[src/rtl/uart_tx_cfg.sv]
// Configurable UART transmitter: DATA_BITS payload, optional even/odd parity, 1-2 stop bits.
// Latency: start bit drives the line in the first cycle after the accepting edge.
// Backpressure: in_ready is high only in IDLE; data is latched on accept and the source is ignored until the frame ends.
module uart_tx_cfg #(
    parameter int BAUD_DIV  = 868,
    parameter int DATA_BITS = 8,
    parameter int PARITY    = 0,
    parameter int STOP_BITS = 1
) (
    input  logic                 clk,
    input  logic                 rst,
    input  logic                 en,
    input  logic                 in_valid,
    output logic                 in_ready,
    input  logic [DATA_BITS-1:0] in_data,
    output logic                 uart_txd,
    output logic                 busy,
    output logic                 tx_done
);

    localparam int CW = (BAUD_DIV > 1) ? $clog2(BAUD_DIV) : 1;
    localparam logic [CW-1:0] BAUD_LAST = CW'(BAUD_DIV - 1);
    localparam logic [2:0]    DATA_LAST = 3'(DATA_BITS - 1);
    localparam logic [2:0]    STOP_LAST = 3'(STOP_BITS - 1);

    typedef enum logic [2:0] {
        S_DISABLED = 3'd0,
        S_IDLE     = 3'd1,
        S_START    = 3'd2,
        S_DATA     = 3'd3,
        S_PAR      = 3'd4,
        S_STOP     = 3'd5
    } state_t;

    state_t               state_q, state_d;
    logic [DATA_BITS-1:0] shreg_q, shreg_d;
    logic [2:0]           idx_q, idx_d;
    logic [CW-1:0]        cnt_q, cnt_d;
    logic                 par_q, par_d;
    logic                 done_q, done_d;
    logic                 baud_end;

    assign baud_end = (cnt_q == BAUD_LAST);

    always_ff @(posedge clk) begin
        if (rst || !en) begin
            state_q <= S_DISABLED;
            shreg_q <= '0;
            idx_q   <= '0;
            cnt_q   <= '0;
            par_q   <= 1'b0;
            done_q  <= 1'b0;
        end else begin
            state_q <= state_d;
            shreg_q <= shreg_d;
            idx_q   <= idx_d;
            cnt_q   <= cnt_d;
            par_q   <= par_d;
            done_q  <= done_d;
        end
    end

    always_comb begin
        state_d = state_q;
        shreg_d = shreg_q;
        idx_d   = idx_q;
        cnt_d   = cnt_q;
        par_d   = par_q;
        done_d  = 1'b0;
        case (state_q)
            S_DISABLED: state_d = S_IDLE;
            S_IDLE: begin
                if (in_valid) begin
                    shreg_d = in_data;
                    par_d   = (PARITY == 2) ? ~(^in_data) : (^in_data);
                    cnt_d   = '0;
                    idx_d   = '0;
                    state_d = S_START;
                end
            end
            S_START: begin
                if (baud_end) begin
                    cnt_d   = '0;
                    idx_d   = '0;
                    state_d = S_DATA;
                end else begin
                    cnt_d = cnt_q + 1'b1;
                end
            end
            S_DATA: begin
                if (baud_end) begin
                    cnt_d   = '0;
                    // LSB is always on the line; shift after each bit period
                    shreg_d = shreg_q >> 1;
                    if (idx_q == DATA_LAST) begin
                        idx_d   = '0;
                        state_d = (PARITY != 0) ? S_PAR : S_STOP;
                    end else begin
                        idx_d = idx_q + 3'd1;
                    end
                end else begin
                    cnt_d = cnt_q + 1'b1;
                end
            end
            S_PAR: begin
                if (baud_end) begin
                    cnt_d   = '0;
                    idx_d   = '0;
                    state_d = S_STOP;
                end else begin
                    cnt_d = cnt_q + 1'b1;
                end
            end
            S_STOP: begin
                if (baud_end) begin
                    cnt_d = '0;
                    if (idx_q == STOP_LAST) begin
                        idx_d   = '0;
                        done_d  = 1'b1;
                        state_d = S_IDLE;
                    end else begin
                        idx_d = idx_q + 3'd1;
                    end
                end else begin
                    cnt_d = cnt_q + 1'b1;
                end
            end
            default: state_d = S_DISABLED;
        endcase
    end

    // Outputs decode registered state only: no input-to-output paths
    always_comb begin
        uart_txd = 1'b1;
        case (state_q)
            S_START: uart_txd = 1'b0;
            S_DATA:  uart_txd = shreg_q[0];
            S_PAR:   uart_txd = par_q;
            default: uart_txd = 1'b1;
        endcase
    end

    assign in_ready = (state_q == S_IDLE);
    assign busy     = (state_q == S_START) || (state_q == S_DATA) ||
                      (state_q == S_PAR)   || (state_q == S_STOP);
    assign tx_done  = done_q;

endmodule
[config.mk]
export PLATFORM = sky130hd
export DESIGN_NAME = uart_tx_cfg
export DESIGN_NICKNAME = d
export VERILOG_FILES = /design/src/rtl/uart_tx_cfg.sv
export SDC_FILE = /design/constraint.sdc
export NUM_CORES = 1
export LEC_CHECK = 0
export CAP_MARGIN = 20
export CELL_PAD_IN_SITES_DETAIL_PLACEMENT = 1
export CELL_PAD_IN_SITES_GLOBAL_PLACEMENT = 2
export CORE_MARGIN = 10
export CORE_UTILIZATION = 30
export DETAILED_ROUTE_END_ITERATION = 8
export MAX_ROUTING_LAYER = met4
export PLACE_DENSITY = 0.72
export RECOVER_POWER = 25
export SETUP_SLACK_MARGIN = 0.05
export SLEW_MARGIN = 20
export SYNTH_ARGS = -nofsm -noshare
export SYNTH_HDL_FRONTEND = slang
export SYNTH_SLANG_ARGS = --single-unit
[constraint.sdc]
create_clock -name clk -period 1.68 [get_ports clk]
set_clock_uncertainty 0.2 [all_clocks]
set_input_delay 0.336 -clock clk [delete_from_list [all_inputs] [get_ports clk]]
set_output_delay 0.336 -clock clk [all_outputs]
set_load 0.005 [all_outputs]
==> results of run 1 <==
-- what timing repair did --
item | 4_1_cts | 5_1_grt
buffers inserted | 6 | 1
pin swaps | 24 | 15
gates cloned | 1 | 0
endpoints found under the setup margin | 27 | 26
hold endpoints to repair | 0 | 0
resized for setup | 50 | 7
-- cell usage after synthesis (all sizes together) --
cell,count,area share (%)
nor2b,2,0.82
o22ai,2,0.82
nor4b,2,1.2
nand3b,2,0.99
nand3,7,2.3
nand2,19,4.7
o21bai,1,0.49
and2,3,1.2
nor2,13,3.4
xnor2,11,6.3
and3b,2,1.2
o21ai,3,1.2
xor2,1,0.58
maj3,1,0.66
ha,4,3.3
dfxtp,26,34
and4bb,1,0.82
buf,5,2.1
inv,3,0.74
mux2i,12,7.9
a21oi,6,2.0
nor3b,1,1.2
and3,1,0.41
nand4,12,5.9
o311ai,1,0.58
o211ai,3,1.5
a41oi,1,0.58
nand2b,4,1.6
nor4,2,0.82
a211oi,1,0.49
clkbuf,3,0.74
nor3,3,0.99
nand4b,1,0.58
a31oi,6,2.9
a211o,8,4.6
-- path summary, 6_finish.rpt --
path / slack [ns] / to / from / depth (start not counted)
max reg2reg: -0.07 / idx_q[0] / cnt_q[1] / 5
min: 0.28 / shreg_q[4] / shreg_q[4] / 2
max: -0.07 / idx_q[0] / cnt_q[1] / 5
min reg2reg: 0.28 / shreg_q[4] / shreg_q[4] / 2
-- power by group through the flow --
| stage | sequential [mW] | combinational (mW) | clock, mW |
|---|---|---|---|
| after floorplan | 0.639 | 0.0832 | 0 |
| after detailed placement | 0.641 | 0.161 | 0 |
| final | 0.626 | 0.177 | 0.420 |
| after global placement | 0.641 | 0.158 | 0 |
| after global routing | 0.627 | 0.192 | 0.456 |
| after CTS | 0.625 | 0.173 | 0.434 |
-- flip-flops by register name (all words and copies together), names as in the netlist --
name,flops
cnt_q,10
shreg_q,8
idx_q,3
state_q,3
par_q,1
tx_done,1
-- per-stage QoR --
step | hold slack, ns | instances | total power, mW | TNS (ns) | cell area (um2)
after floorplan | 0.233 | 173 | 0.722 | 0 | 1540
after global placement | 0.244 | 273 | 0.798 | -3.15 | 1930
after detailed placement | 0.251 | 273 | 0.802 | -4.39 | 1930
after CTS | 0.266 | 284 | 1.23 | -0.0112 | 2200
after global routing | 0.307 | 285 | 1.28 | -0.500 | 2240
final | 0.285 | 285 | 1.22 | -0.0671 | 2240
-- layer usage --
metal | routed length (um) | vias up
met5 | 0 | -
met3 | 111 | 9
met2 | 2660 | 20
li1 | - | 734
met4 | 87 | 0
met1 | 2010 | 728
-- kinds of logic (layout without fill, tap and decap cells) --
group	Yosys count	after routing
AND/OR/NAND/NOR	75	76
AO/OA/AOI/OAI	32	32
flip-flops	26	26
XOR/XNOR	12	12
multiplexers	12	12
buffers and inverters	11	55
adder cells (fa/ha/maj)	5	5
-- worst reg2reg max path: cells and delay by family, from the launching register on --
| family | cells | cell delay, ns |
|---|---|---|
| adder cells (fa/ha/maj) | 1 | 0.13 |
| multiplexers | 1 | 0.30 |
| AO/OA/AOI/OAI | 1 | 0.16 |
| flip-flops | 1 | 0.37 |
| AND/OR/NAND/NOR | 2 | 0.50 |
-- area by class of cell --
type	instances	share of cell area (%)
Sequential cell	26	23.8
Tap cell	67	3.75
Multi-Input combinational cell	137	51.6
Clock buffer	4	2.46
Timing Repair Buffer	48	17.9
Inverter	3	0.503
-- layout by cell type, fill, tap and decap left out, drive strengths merged, types with 3 or more instances in the layout --
cell type and count:
clkdlybuf4s50 10, ha 4, and2 3, buf 36, nand3 7, dfxtp 26, nor2 13, a21oi 6
nor3 3, nand4 13, inv 3, nand2 19, o211ai 3, clkbuf 4, mux2i 12, xnor2 11
nand2b 4, a211o 8, a31oi 6, o21ai 3
==> out/metrics.cfg, run 1 <==
[logic_synthesis]
post_synth_inst_count = 173
synth_warn = 0
synthAdderAreaFrac_pct = 3.96
main_combinational_cell_family_by_area_after_synthesis = simple AND/OR/NAND/NOR gates
synth_seq_area_share_pct = 34.3
xor_and_xnor_area_share_after_synthesis_pct = 6.92
synth_simple_gate_area_share_pct = 28.2
ys_seq_elements = 26
syn-cell-area_mm2 = 0.00152
synth-compound-area-share_pct = 15.2
syn_area_per_cell_um2 = 8.77
synth_mux_area_share_pct = 7.91
synth_cell_type_count = 40
postSynthNetCount = 189

[power]
power.combinational.fraction_pct = 14.4
power.internal_mw = 0.922
p_switching_mw = 0.301
power.sequential.fraction_pct = 51.2
power.leakage_nw = 0.875
pwr-share-clk_pct = 34.4
vdd_ir_max_v = 0.000422
sw_frac_of_total_pct = 24.6
p_per_area_mw_per_mm2 = 547

[floorplan]
boundary_pins = 16
initial_utilization_pct = 31.5
dieArea_mm2 = 0.00830
core_area_mm2 = 0.00482
floorplan.die.height_um = 91.1
placement_rows = 25
dieWidth_um = 91.1

[global_routing]
globalRouteMet2Util_pct = 22.3
top_usage_layer = met2
grt_util_all_layers_pct = 12.3
grt_start_max_net_pins = 17
grt_pass1_wl_mm = 8.22
global_route.overflow_total = 0
number_of_global_route_vias_before_repair = 1683
grt_use_met1_pct = 12.7
grt_use_met3_pct = 2.80
grt_antenna_before_repair = 0

[finish]
multi_input_combinational_cell_area_mm2 = 0.00115
seq_area_um2 = 533
final_util_pct = 46.4
final_layout_size_suffix_gt1_share_pct = 35.3
layout.nets = 235
area.growth.synth_to_final_pct = 47.4
diodes = 0
fillers = 559

[setup_path]
stage_delay_of_the_slowest_cell_on_the_critical_path_ns = 0.37
cp_data_arrival_time_ns = 1.73
critical_path.endpoint_type = flip-flop
path_cells = ha_4, and4bb_4, a31oi_4, nor2_4, mux2i_1
startpoint_class_of_the_critical_path = flip-flop
worst-path-buf-inv = 0
critPathSlowestCell = sky130_fd_sc_hd__dfxtp_2
cp_data_required_time_ns = 1.66
critical_setup_path_class = flip-flop to flip-flop
cp_max_fanout = 5
cp_top_family = simple AND/OR/NAND/NOR gates

[route]
firstDrtPassIters = 3
avgRoutedWirePerCell_um = 17.1
wl_mm = 4.87
drt_iter0_markers = 46
drc = 0
final_antenna_net_count = 0
vias_per_cell = 5.23
num_vias = 1491

[clock_tree]
maximum_count_of_clock_buffers_along_a_single_path = 2
hold_buffers = 0
clock_latency_ns = 0.28
htreeDepth = 1
cts.root.buffer_cell = sky130_fd_sc_hd__clkbuf_8
clock-sinks = 26
numCtsBuffers = 3
cts_tree = built
worst_setup_hold_path_clk_slew_ns = 0.10

[place]
io_buffer_count = 15
global_placer_s_final_weighted_congestion = 0.886
pre_cts_ws_ns = -0.333
hpwl_mm = 3.35

[status]
violations_in_the_final_reports = negative setup slack
run_status = finished with violations

[sta]
finalHoldViolCount = 0
fmax_ghz = 0.572
layout_min_cycle_time_ns = 1.75
worstMarginPinSlew_ns = 0.319
setup_viol = 1
timing.final.max_slew_violations = 0
slew_headroom_pct = 78.7
final.period_utilization_pct = 104
rsz0062_at_grt = yes
post-route-worst-setup-slack_ns = -0.0671

[min_path]
worstHoldPathType = flip-flop to flip-flop

[run]
timing.max_cap.violations = 0

Power figures use the tool's default switching activity.
==> run 2, diff against run 1 <==
Settings changed: CAP_MARGIN 20 to unset, CORE_UTILIZATION 30 to 31, PLACE_DENSITY 0.72 to 0.74.
==> run 2 against run 1 <==
Effect of this change: the flow now finishes without violations; wire length shrank 1.6%; combinational power grew 5%; critical path depth is the same; sequential share of layout area shrank 0.72 points; register-to-register slack gained 0.09 ns; clock power shrank 15%; final area grew 3.4%; utilization grew 2.5 points; global-route usage grew 0.099 points; power shrank 4.4%; critical endpoint is now shreg_q[2].
==> out/metrics.cfg, run 2 (same netlist as run 1, synthesis figures left out) <==
[power]
power.sequential.fraction_pct = 53.5
p_switching_mw = 0.291
power.internal_mw = 0.878
total_power_mw = 1.17
pwr-share-clk_pct = 30.6
power.combinational.fraction_pct = 15.9
p_per_area_mw_per_mm2 = 505
power.leakage_nw = 0.894
sw_frac_of_total_pct = 24.9
vdd_ir_max_v = 0.000345

[finish]
final_util_pct = 49.0
final_layout_size_suffix_gt1_share_pct = 37.5
finalNonFillerCells = 291
final_cell_mix = 30 x sky130_fd_sc_hd__buf_4, 21 x sky130_fd_sc_hd__dfxtp_1, 17 x sky130_fd_sc_hd__nand2_1
final_common_cell = sky130_fd_sc_hd__buf_4
layout.nets = 242
design_area_mm2 = 0.00231
largest_reg_flops = 10
fillers = 541
largest_registers = cnt_q x10, shreg_q x8
diodes = 0
register_with_the_most_flip_flops = cnt_q
area.growth.synth_to_final_pct = 52.3

[sta]
fmax_ghz = 0.603
final.hold.worst_slack_ns = 0.262
timing.setup.tns_ns = 0
setup_viol = 0
finalHoldViolCount = 0
post-route-worst-setup-slack_ns = 0.0221
timing.final.max_slew_violations = 0
worstMarginPinSlew_ns = 0.325
final.period_utilization_pct = 98.7
layout_min_cycle_time_ns = 1.66
rsz0062_at_grt = yes
slew_headroom_pct = 78.3

[route]
final_antenna_net_count = 0
wl_mm = 4.79
avgRoutedWirePerCell_um = 16.4
num_vias = 1503
vias_per_cell = 5.16
drc = 0
firstDrtPassIters = 4
drt_iter0_markers = 27

[floorplan]
initial_utilization_pct = 32.1
floorplan.die.height_um = 90.0
placement_rows = 25
core_area_mm2 = 0.00472
boundary_pins = 16
dieWidth_um = 90.0
dieArea_mm2 = 0.00809

[min_path]
worstHoldPathType = flip-flop to flip-flop

[setup_path]
startpoint_class_of_the_critical_path = flip-flop
cp_data_arrival_time_ns = 1.68
cp_data_required_time_ns = 1.70
critical_setup_path_class = flip-flop to flip-flop
cp_max_fanout = 8
critical_path.endpoint_type = flip-flop

[global_routing]
grt_util_all_layers_pct = 12.4
grt_start_max_net_pins = 17
grt_pass1_wl_mm = 8.19
number_of_global_route_vias_before_repair = 1711
grt_antenna_before_repair = 0
global_route.overflow_total = 0

[clock_tree]
cts.root.buffer_cell = sky130_fd_sc_hd__clkbuf_8
maximum_count_of_clock_buffers_along_a_single_path = 2
hold_buffers = 0
htreeDepth = 1
worst_setup_hold_path_clk_slew_ns = 0.09
clock-sinks = 26
numCtsBuffers = 3
clock_latency_ns = 0.28
cts_tree = built

[place]
postPlaceCellArea_mm2 = 0.00199
hpwl_mm = 3.49
io_buffer_count = 15
pre_cts_ws_ns = -0.300
global_placer_s_final_weighted_congestion = 0.753
dpl.cell_count = 282

[status]
run_status = complete, no violations

[run]
timing.max_cap.violations = 0

run 2: cell types whose count changed in the layout (fill, tap and decap cells not counted), moves of 2 or more:
cell / before / now
sky130_fd_sc_hd__and2_4: 0 / 2
sky130_fd_sc_hd__buf_6: 2 / 10
sky130_fd_sc_hd__nand3_2: 1 / 3
sky130_fd_sc_hd__dfxtp_2: 4 / 2
sky130_fd_sc_hd__and2_1: 2 / 0
run 2: final cells by class:
class | instances | area (um2) | share of cell area [%]
Clock buffer | 3 | 41.3 | 1.79
Timing Repair Buffer | 55 | 487 | 21.0
Inverter | 3 | 11.3 | 0.487
Multi-Input combinational cell | 137 | 1150 | 49.9
Sequential cell | 26 | 534 | 23.1
Tap cell | 67 | 83.8 | 3.63
run 2: layer usage:
metal | track usage [%] | share of wire (%) | vias up
li1 | - | - | 743
met1 | 12.9 | 42 | 744
met2 | 22.0 | 55 | 11
met3 | 2.83 | 1.6 | 5
met4 | 5.04 | 0.92 | 0
met5 | - | 0 | -
run 2: worst paths after layout:
path | start | endpoint | slack (ns) | cells past startpoint
setup / recovery | state_q[0] | shreg_q[2] | 0.02 | 5
hold / removal | shreg_q[5] | shreg_q[5] | 0.26 | 2
setup reg to reg | state_q[0] | shreg_q[2] | 0.02 | 5
hold reg to reg | shreg_q[5] | shreg_q[5] | 0.26 | 2
run 2: power by group through the flow:
stage / logic [mW] / registers (mW) / clock network [mW]
2_1_floorplan: 0.0832 / 0.639 / 0
3_3_place_gp: 0.158 / 0.641 / 0
3_5_place_dp: 0.163 / 0.641 / 0
4_1_cts: 0.179 / 0.625 / 0.379
5_1_grt: 0.202 / 0.626 / 0.403
6_report: 0.186 / 0.625 / 0.357
run 2: what timing repair did:
| item | 4_1_cts | 5_1_grt |
|---|---|---|
| setup buffers | 3 | 2 |
| resized for setup | 50 | 17 |
| setup endpoints to repair | 28 | 28 |
| cloned | 1 | 0 |
| pin swaps | 29 | 27 |
run 2: critical path, stage by stage (launching register included):
cell	delay (ns)
sky130_fd_sc_hd__dfxtp_4	0.41
sky130_fd_sc_hd__buf_4	0.16
sky130_fd_sc_hd__and3b_2	0.27
sky130_fd_sc_hd__nand4_4	0.19
sky130_fd_sc_hd__a211o_1	0.31
sky130_fd_sc_hd__nand2_1	0.06
==> run 3, diff against run 2 <==
Settings changed: ABC_AREA set to 1, CORE_UTILIZATION 31 to 28, GPL_TIMING_DRIVEN set to 0.
==> run 3 against run 2 <==
Effect of this change: flip-flop and latch count is the same; sequential share of layout area shrank 1.2 points; wire length grew 6.9%; sequential power grew 7.5%; global-route usage shrank 1.8 points; maximum frequency shrank 3.2%; power grew 51%; utilization shrank 8.0 points; final area grew 6.0%; the flow now finishes with violations (negative setup slack); register-to-register slack gained 0.05 ns.
==> out/metrics.cfg, run 3 <==
[status]
run_status = finished with violations
violations_in_the_final_reports = negative setup slack

[finish]
seq_area_um2 = 537
final_util_pct = 40.9
final_layout_size_suffix_gt1_share_pct = 30.7
diodes = 0
final_common_cell = sky130_fd_sc_hd__nand2_1
largest_registers = cnt_q x10, shreg_q x8
layout.nets = 326
fillers = 749
final_cell_mix = 68 x sky130_fd_sc_hd__nand2_1, 28 x sky130_fd_sc_hd__inv_1, 26 x sky130_fd_sc_hd__nor2_1
largest_reg_flops = 10
area.growth.synth_to_final_pct = 41.0
multi_input_combinational_cell_area_mm2 = 0.00128
register_with_the_most_flip_flops = cnt_q

[clock_tree]
clock_latency_ns = 0.27
numCtsBuffers = 3
cts.root.buffer_cell = sky130_fd_sc_hd__clkbuf_8
htreeDepth = 1
cts_tree = built
maximum_count_of_clock_buffers_along_a_single_path = 2
worst_setup_hold_path_clk_slew_ns = 0.10
clock-sinks = 26

[power]
power.leakage_nw = 1.09
total_power_mw = 1.76
vdd_ir_max_v = 0.000341
p_per_area_mw_per_mm2 = 720

[sta]
timing.setup.tns_ns = -0.0330
finalHoldViolCount = 0
layout_min_cycle_time_ns = 1.71
final.period_utilization_pct = 102
timing.final.max_slew_violations = 0
fmax_ghz = 0.584
worstMarginPinSlew_ns = 0.392
slew_headroom_pct = 73.7
final.hold.worst_slack_ns = 0.232
post-route-worst-setup-slack_ns = -0.0330
setup_viol = 1
rsz0062_at_grt = yes

[floorplan]
dieArea_mm2 = 0.00976
floorplan.die.height_um = 98.8
core_area_mm2 = 0.00599
initial_utilization_pct = 29.0
dieWidth_um = 98.8
boundary_pins = 16
placement_rows = 28

[route]
firstDrtPassIters = 4
drt_iter0_markers = 46
length_of_routed_wiring_on_met1_mm = 2.31
final_antenna_net_count = 0
wl_mm = 5.12
drc = 0
dr_wl_met3_um = 143
vias_per_cell = 4.63
num_vias = 1779
routed_wire_length_on_met2_mm = 2.60
routed.top_layer = met4
avgRoutedWirePerCell_um = 13.3

[setup_path]
path_cells = inv_4, nand3_4, buf_6, o221ai_2, buf_2
critPathLaunch = state_q[2]
timing.rr.start = cnt_q[1]
critical_path.endpoint_type = output pin
r2r_cells = 9
critPathSlowestCell = sky130_fd_sc_hd__dfxtp_4
cp_data_arrival_time_ns = 1.18
worst_setup_path_endpoint = uart_txd
startpoint_class_of_the_critical_path = flip-flop
critical_setup_path_class = flip-flop to output pin
cp_data_required_time_ns = 1.14
cp_max_fanout = 4
stage_delay_of_the_slowest_cell_on_the_critical_path_ns = 0.38
ff2ff_setup_slack_ns = 0.07
r2r_end = state_q[2]

[global_routing]
number_of_global_route_vias_before_repair = 1828
grt_start_max_net_pins = 15
grt_antenna_before_repair = 0
grt_pass1_wl_mm = 8.60
global_route.overflow_total = 0
grt_util_all_layers_pct = 10.6

[place]
global_placer_s_final_weighted_congestion = 0.779
io_buffer_count = 11
hpwl_mm = 3.58

[logic_synthesis]
syn-cell-area_mm2 = 0.00174
synth_seq_area_share_pct = 29.9
synth_warn = 0
synth-main-ff-cell = sky130_fd_sc_hd__dfxtp_1
synth_cell_type_count = 32
yosys-top-cells-area = sky130_fd_sc_hd__dfxtp_1 30%, sky130_fd_sc_hd__nand2_1 16%, sky130_fd_sc_hd__nor2_1 7.8%, sky130_fd_sc_hd__nand3_1 6.9%, sky130_fd_sc_hd__inv_1 6.5%
post-synth-top-count-cell = sky130_fd_sc_hd__nand2_1
cell_accounting_for_the_most_synthesized_area = sky130_fd_sc_hd__dfxtp_1
ys_async_sr_fraction_pct = 0
post_synth_inst_count = 272
ys_seq_elements = 26
synth.cells.most_frequent = 72 x sky130_fd_sc_hd__nand2_1, 36 x sky130_fd_sc_hd__nor2_1, 30 x sky130_fd_sc_hd__inv_1
syn_area_per_cell_um2 = 6.39
postSynthNetCount = 288
synth.top_cell.area_share_pct = 29.9
synth_enable_flop_cells = 0

[run]
timing.max_cap.violations = 0

[min_path]
worstHoldPathType = input port to flip-flop

## run 3: cell types whose count changed in the layout (fill, tap and decap cells not counted), sizes merged, moves of 6 or more
| cell | previous run | this run |
|---|---|---|
| o21ai | 3 | 10 |
| xor2 | 1 | 8 |
| nor2 | 13 | 41 |
| nand4 | 13 | 5 |
| a31oi | 6 | 0 |
| nand2 | 19 | 79 |
| nand3 | 7 | 26 |
| inv | 3 | 35 |
| a21oi | 6 | 12 |
| buf | 43 | 27 |
| mux2i | 12 | 0 |
| a211o | 8 | 0 |
## run 3: how the worst min path moves through the flow
stage,startpoint,endpoint,slack (ns),cells past startpoint
finish,in_data[7],shreg_q[7],0.23,3
global route,in_data[7],shreg_q[7],0.24,3
CTS,in_data[7],shreg_q[7],0.22,3
detailed placement,shreg_q[7],shreg_q[7],0.28,2
global placement,shreg_q[7],shreg_q[7],0.27,2
floorplan,cnt_q[1],cnt_q[1],0.26,2
## run 3: power breakdown
part	total (mW)	switching [mW]	internal (mW)
sequential	0.672	0.0277	0.645
combinational	0.667	0.384	0.283
clock	0.425	0.215	0.210
total	1.76	0.627	1.14
## run 3: cell families after synthesis
group	Yosys count	synth area share [%]
AND/OR/NAND/NOR	158	41.8
adder cells (fa/ha/maj)	4	2.88
buffers and inverters	44	10.2
AO/OA/AOI/OAI	26	8.14
flip-flops	26	29.9
XOR/XNOR	14	7.06
## run 3: repair_timing
action / in CTS / in global routing
gates resized for setup: 46 / 53
pin swaps: 6 / 13
setup buffers: 17 / 4
hold buffers: 0 / 0
endpoints found under the setup margin: 29 / 28
gates cloned: 1 / 0
## run 3: layout make-up
cell class	count	area share (%)
well taps	75	3.83
inverters	37	6.94
flip-flops and latches	26	21.9
multi-input cells	203	52.2
clock buffers	4	2.25
plain buffers	7	1.89
repair buffers	32	11.0
## run 3: worst max-delay path: cells and delay by family, from the launching register on
kind | cells | cell delay (ns)
AOI/OAI and AO/OA | 1 | 0.14
buffers and inverters | 3 | 0.33
DFF | 1 | 0.38
and+or+nand+nor | 1 | 0.06
## run 3: stage by stage
| stage | setup WS [ns] | instance area [um2] | cells |
|---|---|---|---|
| 4_1_cts | -0.0545 | 2230 | 380 |
| 2_1_floorplan | 0.0953 | 1740 | 272 |
| 5_1_grt | -0.115 | 2450 | 384 |
| 3_3_place_gp | -0.548 | 1940 | 358 |
| 3_5_place_dp | -0.555 | 1940 | 358 |
| 6_report | -0.0330 | 2450 | 384 |
## run 3: per-layer routing
metal	vias up	global-route usage [%]
met5	-	-
met4	0	2.87
met3	4	1.96
met2	15	18.4
met1	831	12.0
li1	929	-
